### src/rtl/complement_pkg.sv
// -----------------------------------------------------------------------------
// complement_pkg
// Shared definitions for the operand complement stage:
//   mode_e      - per-operand transform selector (pass / ones / twos / abs)
//   state_e     - controller states (IDLE / RUN)
//   chunkCount  - number of RUN cycles needed for one operand
//   invertFor   - whether the operand bits are inverted for a given mode
//   carryFor    - whether a +1 is injected at the least significant chunk
//   ovfFor      - whether a mode applied to the most-negative value overflows
// -----------------------------------------------------------------------------
package complement_pkg;

  typedef enum logic [1:0] {
    MODE_PASS = 2'b00,
    MODE_ONES = 2'b01,
    MODE_TWOS = 2'b10,
    MODE_ABS  = 2'b11
  } mode_e;

  typedef enum logic {
    ST_IDLE = 1'b0,
    ST_RUN  = 1'b1
  } state_e;

  function automatic int chunkCount(input int dataW, input int chunkW);
    return dataW / chunkW;
  endfunction

  // Abs only negates operands whose sign bit is set.
  function automatic logic invertFor(input mode_e m, input logic msb);
    return (m == MODE_ONES) || (m == MODE_TWOS) || ((m == MODE_ABS) && msb);
  endfunction

  function automatic logic carryFor(input mode_e m, input logic msb);
    return (m == MODE_TWOS) || ((m == MODE_ABS) && msb);
  endfunction

  // Negating 100...0 wraps back to itself; that is the only overflow case.
  function automatic logic ovfFor(input mode_e m, input logic isMin);
    return ((m == MODE_TWOS) || (m == MODE_ABS)) && isMin;
  endfunction

endpackage

### src/rtl/complement_chunk.sv
// -----------------------------------------------------------------------------
// complement_chunk
// Combinational W-bit slice: o_s = (i_a XOR {W{i_inv}}) + i_ci, with carry-out.
// Ports:
//   i_a   [W-1:0]  operand chunk
//   i_inv          invert every bit of the chunk
//   i_ci           carry into the chunk
//   o_s   [W-1:0]  chunk result
//   o_co           carry out of the chunk
// -----------------------------------------------------------------------------
module complement_chunk #(
  parameter int W = 4
) (
  input  logic [W-1:0] i_a,
  input  logic         i_inv,
  input  logic         i_ci,
  output logic [W-1:0] o_s,
  output logic         o_co
);

  logic [W:0] w_sum;

  // One extra bit on the adder catches the carry that ripples into the next chunk.
  assign w_sum = {1'b0, i_a ^ {W{i_inv}}} + {{W{1'b0}}, i_ci};
  assign o_s   = w_sum[W-1:0];
  assign o_co  = w_sum[W];

endmodule

### src/rtl/operand_complement_unit.sv
// -----------------------------------------------------------------------------
// operand_complement_unit
// Captures {first, second, operation} and applies a per-operand transform
// (pass / ones / twos / abs), CHUNK_W bits per cycle with a registered carry.
// Results appear together with a one-cycle done pulse.
// Ports:
//   i_clk                        clock, rising edge
//   i_rst_n                      asynchronous reset, active low
//   i_nr_coded [2*DATA_W+OP_W-1:0] {first, second, operation}, MSB first
//   i_mode     [3:0]             [3:2] first-operand mode, [1:0] second-operand mode
//   i_start                      request, sampled only while idle
//   o_busy                       transform in progress
//   o_first_nr  [DATA_W-1:0]     transformed first operand
//   o_second_nr [DATA_W-1:0]     transformed second operand
//   o_operation [OP_W-1:0]       captured operation code
//   o_ovf       [1:0]            [1] first, [0] second: negation of 100...0
//   o_done                       one-cycle pulse, results valid
// -----------------------------------------------------------------------------
module operand_complement_unit
  import complement_pkg::*;
#(
  parameter int DATA_W  = 4,
  parameter int OP_W    = 4,
  parameter int CHUNK_W = DATA_W
) (
  input  logic                     i_clk,
  input  logic                     i_rst_n,
  input  logic [2*DATA_W+OP_W-1:0] i_nr_coded,
  input  logic [3:0]               i_mode,
  input  logic                     i_start,
  output logic                     o_busy,
  output logic [DATA_W-1:0]        o_first_nr,
  output logic [DATA_W-1:0]        o_second_nr,
  output logic [OP_W-1:0]          o_operation,
  output logic [1:0]               o_ovf,
  output logic                     o_done
);

  localparam int N     = chunkCount(DATA_W, CHUNK_W);
  localparam int CNT_W = $clog2(N) + 1;
  localparam logic [CNT_W-1:0]  LAST_CNT = CNT_W'(N - 1);
  localparam logic [DATA_W-1:0] MIN_VAL  = {1'b1, {(DATA_W-1){1'b0}}};

  generate
    if ((DATA_W < 2) || (CHUNK_W < 1) || (CHUNK_W > DATA_W) || ((DATA_W % CHUNK_W) != 0)) begin : gBadParams
      $error("operand_complement_unit: CHUNK_W must divide DATA_W and DATA_W must be at least 2");
    end
  endgenerate

  state_e r_state;
  state_e w_stateNext;

  logic [CNT_W-1:0]  r_cnt;
  logic [DATA_W-1:0] r_shiftA;
  logic [DATA_W-1:0] r_shiftB;
  logic              r_invA;
  logic              r_invB;
  logic              r_carryA;
  logic              r_carryB;
  logic [OP_W-1:0]   r_opHold;
  logic [1:0]        r_ovfHold;

  logic [DATA_W-1:0] r_firstNr;
  logic [DATA_W-1:0] r_secondNr;
  logic [OP_W-1:0]   r_operation;
  logic [1:0]        r_ovf;
  logic              r_done;

  logic [DATA_W-1:0]  w_firstIn;
  logic [DATA_W-1:0]  w_secondIn;
  logic [OP_W-1:0]    w_opIn;
  mode_e              w_modeA;
  mode_e              w_modeB;
  logic [CHUNK_W-1:0] w_sA;
  logic [CHUNK_W-1:0] w_sB;
  logic               w_coA;
  logic               w_coB;
  logic [DATA_W-1:0]  w_nextA;
  logic [DATA_W-1:0]  w_nextB;
  logic               w_capture;
  logic               w_last;

  assign w_firstIn  = i_nr_coded[2*DATA_W+OP_W-1 -: DATA_W];
  assign w_secondIn = i_nr_coded[DATA_W+OP_W-1 -: DATA_W];
  assign w_opIn     = i_nr_coded[OP_W-1:0];
  assign w_modeA    = mode_e'(i_mode[3:2]);
  assign w_modeB    = mode_e'(i_mode[1:0]);

  assign w_capture = (r_state == ST_IDLE) && i_start;
  assign w_last    = (r_state == ST_RUN) && (r_cnt == LAST_CNT);

  complement_chunk #(.W(CHUNK_W)) u_chunkA (
    .i_a   (r_shiftA[CHUNK_W-1:0]),
    .i_inv (r_invA),
    .i_ci  (r_carryA),
    .o_s   (w_sA),
    .o_co  (w_coA)
  );

  complement_chunk #(.W(CHUNK_W)) u_chunkB (
    .i_a   (r_shiftB[CHUNK_W-1:0]),
    .i_inv (r_invB),
    .i_ci  (r_carryB),
    .o_s   (w_sB),
    .o_co  (w_coB)
  );

  // The chunk result enters at the top while the operand drains out of the
  // bottom, so after N cycles the register holds the full result in order.
  generate
    if (N == 1) begin : gSingleChunk
      assign w_nextA = w_sA;
      assign w_nextB = w_sB;
    end else begin : gMultiChunk
      assign w_nextA = {w_sA, r_shiftA[DATA_W-1:CHUNK_W]};
      assign w_nextB = {w_sB, r_shiftB[DATA_W-1:CHUNK_W]};
    end
  endgenerate

  // State register.
  always_ff @(posedge i_clk or negedge i_rst_n) begin
    if (!i_rst_n) begin
      r_state <= ST_IDLE;
    end else begin
      r_state <= w_stateNext;
    end
  end

  // Next-state logic: start is only honoured while idle, and the run ends on
  // the N-th chunk.
  always_comb begin
    w_stateNext = r_state;
    case (r_state)
      ST_IDLE: if (i_start) w_stateNext = ST_RUN;
      ST_RUN:  if (w_last)  w_stateNext = ST_IDLE;
      default: w_stateNext = ST_IDLE;
    endcase
  end

  // Output logic.
  always_comb begin
    o_busy = (r_state == ST_RUN);
    o_done = r_done;
  end

  // Datapath: capture on start, step one chunk per RUN cycle, and publish the
  // results on the final step. The last chunk's result is taken straight from
  // the shift input so outputs and done line up with the final edge.
  always_ff @(posedge i_clk or negedge i_rst_n) begin
    if (!i_rst_n) begin
      r_cnt       <= '0;
      r_shiftA    <= '0;
      r_shiftB    <= '0;
      r_invA      <= 1'b0;
      r_invB      <= 1'b0;
      r_carryA    <= 1'b0;
      r_carryB    <= 1'b0;
      r_opHold    <= '0;
      r_ovfHold   <= '0;
      r_firstNr   <= '0;
      r_secondNr  <= '0;
      r_operation <= '0;
      r_ovf       <= '0;
      r_done      <= 1'b0;
    end else begin
      r_done <= 1'b0;
      if (w_capture) begin
        r_cnt     <= '0;
        r_shiftA  <= w_firstIn;
        r_shiftB  <= w_secondIn;
        r_invA    <= invertFor(w_modeA, w_firstIn[DATA_W-1]);
        r_invB    <= invertFor(w_modeB, w_secondIn[DATA_W-1]);
        r_carryA  <= carryFor(w_modeA, w_firstIn[DATA_W-1]);
        r_carryB  <= carryFor(w_modeB, w_secondIn[DATA_W-1]);
        r_opHold  <= w_opIn;
        r_ovfHold <= {ovfFor(w_modeA, w_firstIn == MIN_VAL),
                      ovfFor(w_modeB, w_secondIn == MIN_VAL)};
      end else if (r_state == ST_RUN) begin
        r_cnt    <= r_cnt + CNT_W'(1);
        r_shiftA <= w_nextA;
        r_shiftB <= w_nextB;
        r_carryA <= w_coA;
        r_carryB <= w_coB;
        if (w_last) begin
          r_firstNr   <= w_nextA;
          r_secondNr  <= w_nextB;
          r_operation <= r_opHold;
          r_ovf       <= r_ovfHold;
          r_done      <= 1'b1;
        end
      end
    end
  end

  assign o_first_nr  = r_firstNr;
  assign o_second_nr = r_secondNr;
  assign o_operation = r_operation;
  assign o_ovf       = r_ovf;

endmodule
### config.mk
export PLATFORM = sky130hd
export DESIGN_NAME = operand_complement_unit
export DESIGN_NICKNAME = d
export VERILOG_FILES = /design/src/rtl/complement_pkg.sv /design/src/rtl/complement_chunk.sv /design/src/rtl/operand_complement_unit.sv
export SDC_FILE = /design/constraint.sdc
export NUM_CORES = 1
export LEC_CHECK = 0
export BUFFER_PORTS_ARGS = -buffer_cell sky130_fd_sc_hd__buf_2
export CAP_MARGIN = 20
export CORE_MARGIN = 5
export CORE_UTILIZATION = 56
export CTS_BUF_LIST = sky130_fd_sc_hd__clkbuf_4 sky130_fd_sc_hd__clkbuf_8
export DETAILED_ROUTE_END_ITERATION = 8
export PLACE_DENSITY = 0.79
export SETUP_SLACK_MARGIN = 0.2
export SYNTH_ARGS = -nofsm -noshare
export SYNTH_HDL_FRONTEND = slang
export SYNTH_SLANG_ARGS = --single-unit
### constraint.sdc
create_clock -name i_clk -period 1.9 [get_ports i_clk]
set_input_delay 0.095 -clock i_clk [delete_from_list [all_inputs] [get_ports i_clk]]
set_output_delay 0.095 -clock i_clk [all_outputs]
set_load 0.005 [all_outputs]
==> results of run 1 <==
-- per-stage QoR --
| stage | hold WS [ns] | power (mW) | setup slack (ns) |
|---|---|---|---|
| 6_report | 0.0459 | 3.50 | 0.273 |
| 5_1_grt | 0.0362 | 3.76 | 0.161 |
| 4_1_cts | 0.0367 | 3.40 | 0.214 |
| 3_5_place_dp | 0.212 | 2.70 | 0.169 |
| 3_3_place_gp | 0.203 | 2.59 | 0.300 |
| 2_1_floorplan | -0.201 | 2.24 | 0.327 |
-- routing by layer --
metal | part of all wire (%) | track usage (%) | wire (um)
met4 | 1.6 | 9.33 | 63
met3 | 6.3 | 6.67 | 252
met5 | 0 | 0 | 0
met1 | 42 | 23.0 | 1700
met2 | 50 | 34.4 | 2010
-- repair_timing --
| item | in CTS | in global routing |
|---|---|---|
| hold buffers | 5 | 0 |
| resized for setup | 2 | 3 |
| cloned | 0 | 0 |
| setup endpoints to repair | 6 | 8 |
| pin swaps | 0 | 2 |
| hold endpoints to repair | 39 | 0 |
| setup buffers | 0 | 4 |
-- worst max-delay path: cells and delay by family, from the launching register on --
family / cells / cell delay (ns)
flip-flops: 1 / 0.46
AND/OR/NAND/NOR: 2 / 0.45
AO/OA/AOI/OAI: 2 / 0.26
adder cells (fa/ha/maj): 1 / 0.20
XOR/XNOR: 1 / 0.19
-- state kept, by name (all words and copies together) (netlist names) --
register,cells
r_carryA,1
o_busy,1
r_shiftA,4
o_operation,4
r_shiftB,4
r_cnt,1
r_invB,1
r_ovfHold,2
r_carryB,1
o_done,1
o_second_nr,4
r_invA,1
r_opHold,4
o_ovf,2
o_first_nr,4
-- cell families after synthesis --
logic type / Yosys count
buffers and inverters: 13
adder cells (fa/ha/maj): 8
AND/OR/NAND/NOR: 85
flip-flops: 35
multiplexers: 5
XOR/XNOR: 8
AO/OA/AOI/OAI: 32
-- final cells by class --
cell class | instances | area, sq um
Tap cell | 33 | 41.3
Multi-Input combinational cell | 138 | 778
Inverter | 3 | 11.3
Clock inverter | 3 | 67.6
Fill cell | 239 | 891
Clock buffer | 5 | 37.5
Timing Repair Buffer | 46 | 273
Sequential cell | 35 | 878
-- worst max-delay path by stage --
| stage | to | slack (ns) | depth (start not counted) |
|---|---|---|---|
| 4_1_cts | r_shiftA[3] | 0.21 | 6 |
| 3_3_place_gp | r_shiftB[3] | 0.30 | 6 |
| 2_1_floorplan | r_shiftB[2] | 0.33 | 8 |
| 5_1_grt | r_shiftA[2] | 0.16 | 6 |
| 6_report | r_shiftA[3] | 0.27 | 6 |
| 3_5_place_dp | r_shiftA[2] | 0.17 | 6 |
-- cell usage in the layout (no fill, tap or decap), types with 4 or more instances in the layout --
master and instances:
clkbuf_4 5, xor2_1 4, a21oi_1 6, ha_1 6
dlygate4sd3_1 5, nand2b_1 5, a31oi_1 6, mux2i_1 5
buf_4 7, nor2_1 7, buf_2 34, o21ai_0 16
nand2_1 61, dfrtp_1 33, nor2b_1 4
-- power groups by stage --
stage | Sequential [mW] | Clock, mW | Combinational (mW)
final | 1.36 | 0.682 | 1.46
after global routing | 1.40 | 0.733 | 1.63
after global placement | 1.34 | 0 | 1.25
after CTS | 1.36 | 0.689 | 1.35
after floorplan | 1.28 | 0 | 0.962
after detailed placement | 1.37 | 0 | 1.33
==> flow_summary_export.csv, run 1 <==
group,metric,value,unit
hold_path,min_path_cells,3,
placement,dp_cells,246,
power,p_per_area,1680,nW/um^2
logic_synthesis,synth_top_family_by_area,"simple AND/OR/NAND/NOR gates",
run_status,status,"finished, final reports clean",
routing,drcViolationCount,0,
grt,antenna_found_initial,0,
power,p_leak,1.06,nW
logic_synthesis,ys.flop_type,"dfrtp_1",
worst_setup_path,critical_path.startpoint_type,"register",
worst_setup_path,reg2reg_depth,6,
sta,slew-limit-headroom,48.7,%
grt,grt_max_degree,36,
hold_path,hold_class,"in2reg",
cells_and_area,stdcell_area,2090,sq um
sta,tns,0,ns
sta,fin_crit_sh,85.6,%
sta,final-hold-violation-count,0,
hold_path,min_from,"i_nr_coded[10]",
logic_synthesis,yosysWarnings,0,
clock_tree,cts_root_buf,"clkbuf_4",
routing,totalWireLength,4030,um
logic_synthesis,syn-num-nets,213,
logic_synthesis,syn_area,1710,sq um
logic_synthesis,ys_top_cells_by_count,"nand2_1, dfrtp_1, o21ai_0",
floorplanning,die_h,65.2,um
power,switching_power,1.35,mW
routing,wire_per_inst,15.3,um
placement,hpwl,2710,um
job,maxCapViolCount,0,
clock_tree,cts_sinks,35,
worst_setup_path,cp_slowest_cell,"dfrtp_2",
logic_synthesis,syn_area_per_cell,9.18,sq um
power,power_frac_comb,41.7,%
logic_synthesis,ys_async_sr_fraction,100,%
cells_and_area,utilization,70.1,%
worst_setup_path,critPathRequiredTime,2.18,ns
logic_synthesis,synth-xor-area-share,4.11,%
logic_synthesis,synth_most_common_cell,"nand2_1",
logic_synthesis,synthTopCellsByArea,"dfrtp_1, nand2_1, ha_1",
floorplanning,die-area,4250,sq um
logic_synthesis,synth-seq-cells,35,
grt,grt_overflow,0,
power,p_clk_share,19.5,%
logic_synthesis,ys_seq_area_share,51.3,%
logic_synthesis,synth_compound_area_share,10.3,%
floorplanning,core_area,2980,sq um
sta,setup_viol,0,
power,p_seq_share,38.8,%
routing,dr.pass1.iters,4,
floorplanning,io_pins,35,
routing,viasPerCell,5.60,
worst_setup_path,setup.worst_path.end_class,"register",
cells_and_area,area_delta_synth_final,22.3,%
placement,gp_congestion,0.872,
cells_and_area,drive_gt1_share,23.5,%
floorplanning,die_x,65.2,um
logic_synthesis,synth.top_cell.area_share,51.3,%
routing,ant_nets,0,
floorplanning,start_util,57.3,%
worst_setup_path,ff2ff_setup_slack,0.27,ns
logic_synthesis,synth_area_leader_cell,"dfrtp_1",
clock_tree,ctsHtreeMaxLevel,2,
logic_synthesis,synth_mux_area_share,2.93,%
logic_synthesis,synthesis.instances,186,
cells_and_area,final_cells,263,
cells_and_area,nets,256,
placement,place_area,1890,sq um
logic_synthesis,synth_cell_types,22,
logic_synthesis,synth-edff-count,0,
sta,rsz0062_at_grt,"no",
sta,final_max_slew_viol_count,0,
sta,fmax,615,MHz
power,swShare,38.6,%
clock_tree,cts_buffers,5,
sta,worstMarginPinSlew,0.769,ns
grt,track_usage,20.3,%
clock_tree,ctsLongestPathBuffers,2,
worst_setup_path,criticalPathCategory,"reg2reg",
hold_path,hold_end,"r_shiftA[2]",
routing,vias,1473,
power,p_int,2.15,mW
clock_tree,cts.clk_slew.worst_paths,0.12,ns
worst_setup_path,slowest_delay,0.46,ns
power,peakVddDrop,836,uV
worst_setup_path,arrival,1.91,ns
logic_synthesis,synth_simple_gate_area_share,21.6,%
sta,finalCriticalPeriod,1.63,ns
worst_setup_path,r2r-end,"r_shiftA[3]",
worst_setup_path,crit_path_max_fanout,3,
floorplanning,rows,20,
grt,grt_first_pass_wirelength,6540,um
grt,grt_pass1_vias,1458,
placement,port_buffers,34,
routing,drt_iter0_markers,74,
logic_synthesis,yosys.area_share.adder,5.87,%
cells_and_area,antennaDiodeCount,0,
clock_tree,clk_latency,0.35,ns
worst_setup_path,path_cells,"xor2_2 -> ha_2 -> nand2b_1 -> a21oi_1 -> or3_1 -> a31oi_1",
sta,skew,0.0131,ns
worst_setup_path,crit_path_start,"r_invA",
worst_setup_path,timing.rr.start,"r_invA",
clock_tree,cts_tree,"done",
No activity file was read; power rests on OpenSTA's default activity.
==> inputs of run 2 (changes only) <==
Settings changed: GPL_TIMING_DRIVEN set to 0.
==> flow_summary_export.csv, run 2 (synthesis results as in run 1) <==
group,metric,value,unit
run_status,status,"finished, final reports clean",
grt,grt_first_pass_wirelength,6420,um
worst_setup_path,criticalPathCategory,"reg2reg",
cells_and_area,layout_commonest_cell,"nand2_1",
grt,antenna_found_initial,0,
routing,wire_per_inst,14.9,um
worst_setup_path,critPathRequiredTime,2.18,ns
routing,dr.pass1.iters,4,
worst_setup_path,setup.worst_path.end_class,"register",
sta,tns,0,ns
routing,drcViolationCount,0,
clock_tree,cts_sinks,35,
routing,wl_met2,1900,um
routing,vias,1441,
cells_and_area,antennaDiodeCount,0,
power,p_seq_share,36.8,%
power,swShare,39.8,%
placement,gp_congestion,0.833,
cells_and_area,final_cell_mix,"nand2_1, buf_2, dfrtp_1",
floorplanning,die_x,65.2,um
grt,grt_overflow,0,
sta,slew-limit-headroom,48.8,%
clock_tree,clk_latency,0.35,ns
routing,viasPerCell,5.36,
routing,wl_met1,1730,um
worst_setup_path,critical_path.startpoint_type,"register",
floorplanning,rows,20,
floorplanning,start_util,57.3,%
sta,fmax,591,MHz
cells_and_area,final_cells,269,
clock_tree,cts_tree,"done",
hold_path,hold_class,"in2reg",
clock_tree,cts.clk_slew.worst_paths,0.12,ns
power,p_clk_share,15.0,%
sta,worstMarginPinSlew,0.768,ns
sta,final-hold-violation-count,0,
clock_tree,ctsHtreeMaxLevel,2,
floorplanning,die_h,65.2,um
placement,hpwl,2620,um
placement,port_buffers,33,
floorplanning,io_pins,35,
worst_setup_path,arrival,1.97,ns
clock_tree,cts_root_buf,"clkbuf_4",
sta,skew,0.0141,ns
grt,grt_max_degree,36,
routing,ant_nets,0,
floorplanning,die-area,4250,sq um
grt,grt_pass1_vias,1374,
worst_setup_path,crit_path_max_fanout,3,
power,power_frac_comb,48.1,%
sta,finalCriticalPeriod,1.69,ns
routing,drt_iter0_markers,90,
power,switching_power,1.43,mW
clock_tree,cts_buffers,5,
sta,setup_viol,0,
sta,fin_crit_sh,89.0,%
floorplanning,core_area,2980,sq um
routing,wl_met3,283,um
grt,track_usage,20.0,%
job,maxCapViolCount,0,
routing,top_layer,"met4",
routing,totalWireLength,4000,um
placement,dp_cells,252,
sta,rsz0062_at_grt,"yes",
power,p_leak,1.09,nW
cells_and_area,utilization,72.9,%
cells_and_area,nets,262,
power,p_int,2.17,mW
cells_and_area,area_delta_synth_final,27.3,%
cells_and_area,drive_gt1_share,25.8,%
power,p_per_area,1660,nW/um^2
sta,final_max_slew_viol_count,0,
clock_tree,ctsLongestPathBuffers,2,
power,peakVddDrop,1060,uV
[run 2: worst paths after layout]
kind	from	end	slack, ns	cells after the start
max in group asynchronous	i_rst_n	o_second_nr[0]	1.06	2
hold reg to reg	o_operation[2]	o_operation[2]	0.48	2
min in group asynchronous	i_rst_n	r_shiftA[2]	0.35	2
setup reg to reg	r_invA	r_shiftA[3]	0.21	7
hold / removal	i_mode[3]	r_invA	0.03	3
setup / recovery	r_invA	r_shiftA[3]	0.21	7
[run 2: worst max-delay path, stage by stage (launching register included)]
cell and delay (ns):
dfrtp_1 0.40, buf_6 0.12, xor2_2 0.14, ha_2 0.22
nand2b_1 0.10, a21oi_1 0.10, or3_4 0.38, a31oi_1 0.16
[run 2: cell type report]
type / count / area, sq um
Fill cell: 246 / 806
Multi-Input combinational cell: 138 / 853
Inverter: 3 / 11.3
Tap cell: 33 / 41.3
Buffer: 10 / 60.1
Clock buffer: 5 / 37.5
Sequential cell: 35 / 876
Timing Repair Buffer: 42 / 249
Clock inverter: 3 / 43.8
[run 2: power groups by stage]
| stage | combinational, mW | clock (mW) | sequential [mW] |
|---|---|---|---|
| final | 1.73 | 0.542 | 1.33 |
| after global routing | 1.94 | 0.589 | 1.37 |
| after CTS | 1.49 | 0.549 | 1.29 |
| after detailed placement | 1.41 | 0 | 1.31 |
| after global placement | 1.37 | 0 | 1.29 |
| after floorplan | 0.962 | 0 | 1.28 |
[run 2: repair_timing]
item | CTS | global route
buffers inserted | 2 | 2
cloned | 0 | 0
endpoints found under the setup margin | 6 | 7
pin swaps | 2 | 11
resized for setup | 5 | 13
hold buffers | 5 | 0
hold endpoints to repair | 39 | 0
[run 2: metal layers]
layer | track usage [%] | up-vias
met3 | 6.15 | 8
met5 | 0 | -
met4 | 8.03 | 0
li1 | - | 707
met2 | 32.0 | 49
met1 | 25.2 | 677
[run 2: metrics by stage]
stage                     setup WS (ns)  area, sq um  hold slack [ns]  total power, mW
after floorplan                   0.327         1710           -0.201             2.24
after global placement            0.205         1910            0.215             2.66
after detailed placement          0.172         1910            0.207             2.71
after CTS                         0.194         2070           0.0195             3.34
after global routing              0.160         2170           0.0245             3.90
final                             0.209         2170           0.0344             3.60
==> inputs of run 3 (changes only) <==
Settings changed: ABC_AREA set to 1, CORE_UTILIZATION 56 to 57, CTS_BUF_LIST sky130_fd_sc_hd__clkbuf_4 sky130_fd_sc_hd__clkbuf_8 to sky130_fd_sc_hd__clkbuf_2, PLACE_DENSITY 0.79 to 0.8.
==> flow_summary_export.csv, run 3 <==
group,metric,value,unit
run_status,status,"finished, final reports clean",
power,p_per_area,1570,nW/um^2
clock_tree,post_cts_buffers,0,
grt,antenna_found_initial,0,
sta,setup_viol,0,
hold_path,min_path_cells,4,
floorplanning,io_pins,35,
cells_and_area,area_delta_synth_final,19.3,%
clock_tree,cts.clk_slew.worst_paths,0.19,ns
floorplanning,rows,20,
power,swShare,44.4,%
worst_setup_path,setup.worst_path.end_class,"register",
placement,port_buffers,34,
grt,grt_overflow,0,
sta,final_max_slew_viol_count,0,
logic_synthesis,syn_area_per_cell,9.42,sq um
hold_path,hold_class,"in2reg",
worst_setup_path,critPathRequiredTime,2.16,ns
logic_synthesis,ys_async_sr_fraction,100,%
clock_tree,cts_tree,"done",
grt,grt_first_pass_wirelength,6890,um
cells_and_area,fill_cells,260,
sta,tns,0,ns
sta,finalCriticalPeriod,1.57,ns
sta,slew-limit-headroom,49.4,%
power,power_frac_comb,54.6,%
routing,drcViolationCount,0,
logic_synthesis,ys_seq_area_share,46.7,%
routing,ant_nets,0,
sta,final-hold-violation-count,0,
placement,gp_congestion,0.814,
cells_and_area,nets,276,
job,maxCapViolCount,0,
placement,hpwl,2790,um
cells_and_area,layout_commonest_cell,"nand2_1",
logic_synthesis,yosysWarnings,0,
worst_setup_path,arrival,1.83,ns
worst_setup_path,ff2ff_setup_slack,0.33,ns
clock_tree,clk_latency,0.36,ns
clock_tree,ctsHtreeMaxLevel,2,
logic_synthesis,synthesis.instances,199,
cells_and_area,drive_gt1_share,29.6,%
clock_tree,cts_root_buf,"clkbuf_2",
logic_synthesis,synth-edff-count,0,
grt,met2_usage,36.8,%
sta,skew,0.0147,ns
grt,use_met3,5.16,%
logic_synthesis,synth_cell_types,28,
logic_synthesis,synth-seq-cells,35,
power,p_seq_share,35.7,%
logic_synthesis,ys_top_cells_by_count,"nand2_1, dfrtp_1, inv_1",
worst_setup_path,critical_path.startpoint_type,"register",
power,p_leak,1.17,nW
sta,worstMarginPinSlew,0.759,ns
logic_synthesis,synth_most_common_cell,"nand2_1",
clock_tree,cts_sinks,35,
logic_synthesis,ys.flop_type,"dfrtp_1",
grt,grt_pass1_vias,1535,
power,p_clk_share,9.8,%
logic_synthesis,syn_area,1880,sq um
logic_synthesis,synthTopCellsByArea,"dfrtp_1, nand2_1, o21ai_2",
sta,fmax,636,MHz
power,peakVddDrop,835,uV
floorplanning,die_x,67.4,um
cells_and_area,final_cell_mix,"nand2_1, dfrtp_1, buf_2",
logic_synthesis,synth_area_leader_cell,"dfrtp_1",
power,p_int,1.95,mW
grt,grt-busiest-layer,"met2",
grt,grt_max_degree,36,
floorplanning,die-area,4540,sq um
floorplanning,die_h,67.4,um
routing,vias,1480,
grt,use_met1,24.1,%
sta,fin_crit_sh,82.7,%
floorplanning,core_area,3100,sq um
cells_and_area,antennaDiodeCount,0,
routing,drt_iter0_markers,105,
routing,wire_per_inst,13.5,um
logic_synthesis,synth.top_cell.area_share,46.7,%
floorplanning,start_util,60.4,%
routing,totalWireLength,3980,um
cells_and_area,utilization,72.1,%
logic_synthesis,syn-num-nets,226,
routing,viasPerCell,5.03,
sta,rsz0062_at_grt,"no",
worst_setup_path,reg2reg_depth,9,
routing,dr.pass1.iters,4,
grt,track_usage,20.5,%
worst_setup_path,criticalPathCategory,"reg2reg",
clock_tree,cts_buffers,5,
power,p_total,3.52,mW
worst_setup_path,crit_path_max_fanout,6,
power,switching_power,1.56,mW
clock_tree,ctsLongestPathBuffers,2,
-- run 3: cell count changes after synthesis, sizes merged, moves of 4 or more --
cell	delta
clkbuf	-5
a21oi	-5
nor2	+4
nand4	+4
nor2b	-4
inv	+25
nand2b	-5
mux2i	-5
nand3	+10
-- run 3: kinds of logic after synthesis --
family	after synthesis	share of synthesized area [%]
xor+xnor	4	1.87
simple gates	87	21.2
fa+ha+maj	8	5.34
compound gates	29	13.6
buf+inv	36	11.3
flops	35	46.7
-- run 3: repair_timing --
item                       4_1_cts  5_1_grt
setup endpoints to repair        0        1
hold buffers                     9        0
resized for setup                0        1
hold endpoints to repair        43        0
-- run 3: cell type report --
type	instances	area, sq um	area share (%)
sequential	35	876	39.1
clock inverter	3	20.0	0.894
buffer	8	98.8	4.42
timing repair buffer	43	260	11.6
multi-input combinational	128	791	35.3
clock buffer	5	25.0	1.12
inverter	28	113	5.03
tap	44	55.1	2.46
-- run 3: routing by layer --
metal,vias up,routed length [um]
met5,-,0
met4,0,37
met3,4,229
met2,40,1980
met1,687,1730
li1,749,-
-- run 3: worst paths after layout --
check                                       to      startpoint
worst max-delay path               r_shiftA[2]          r_invA
min in group asynchronous          r_shiftB[1]         i_rst_n
max in group asynchronous             o_ovf[0]         i_rst_n
worst max register to register     r_shiftA[2]          r_invA
worst min-delay path              r_ovfHold[1]  i_nr_coded[10]
worst min register to register  o_second_nr[1]  o_second_nr[1]
-- run 3: metrics by stage --
stage	hold slack [ns]	instance area [sq um]	instances	setup WS, ns
final	0.0433	2240	294	0.328
after global routing	0.0208	2240	294	0.208
after CTS	0.0182	2240	294	0.339
after detailed placement	0.212	2100	277	0.363
after global placement	0.216	2100	277	0.402
after floorplan	-0.201	1880	199	0.475
-- run 3: power by group through the flow --
| stage | clock network (mW) | registers, mW | logic [mW] |
|---|---|---|---|
| 6_report | 0.343 | 1.25 | 1.92 |
| 3_3_place_gp | 0 | 1.26 | 1.85 |
| 5_1_grt | 0.390 | 1.30 | 2.16 |
| 3_5_place_dp | 0 | 1.27 | 1.89 |
| 4_1_cts | 0.350 | 1.25 | 1.92 |
| 2_1_floorplan | 0 | 1.26 | 1.40 |
-- run 3: worst max-delay path, stage by stage, from the launching register on --
cell and delay, ns:
dfrtp_1 0.41, buf_4 0.16, xor2_1 0.15, ha_2 0.22, ha_1 0.19, inv_1 0.05, nand2_1 0.09, nand3_1 0.07
nand2_1 0.06, o21ai_0 0.08
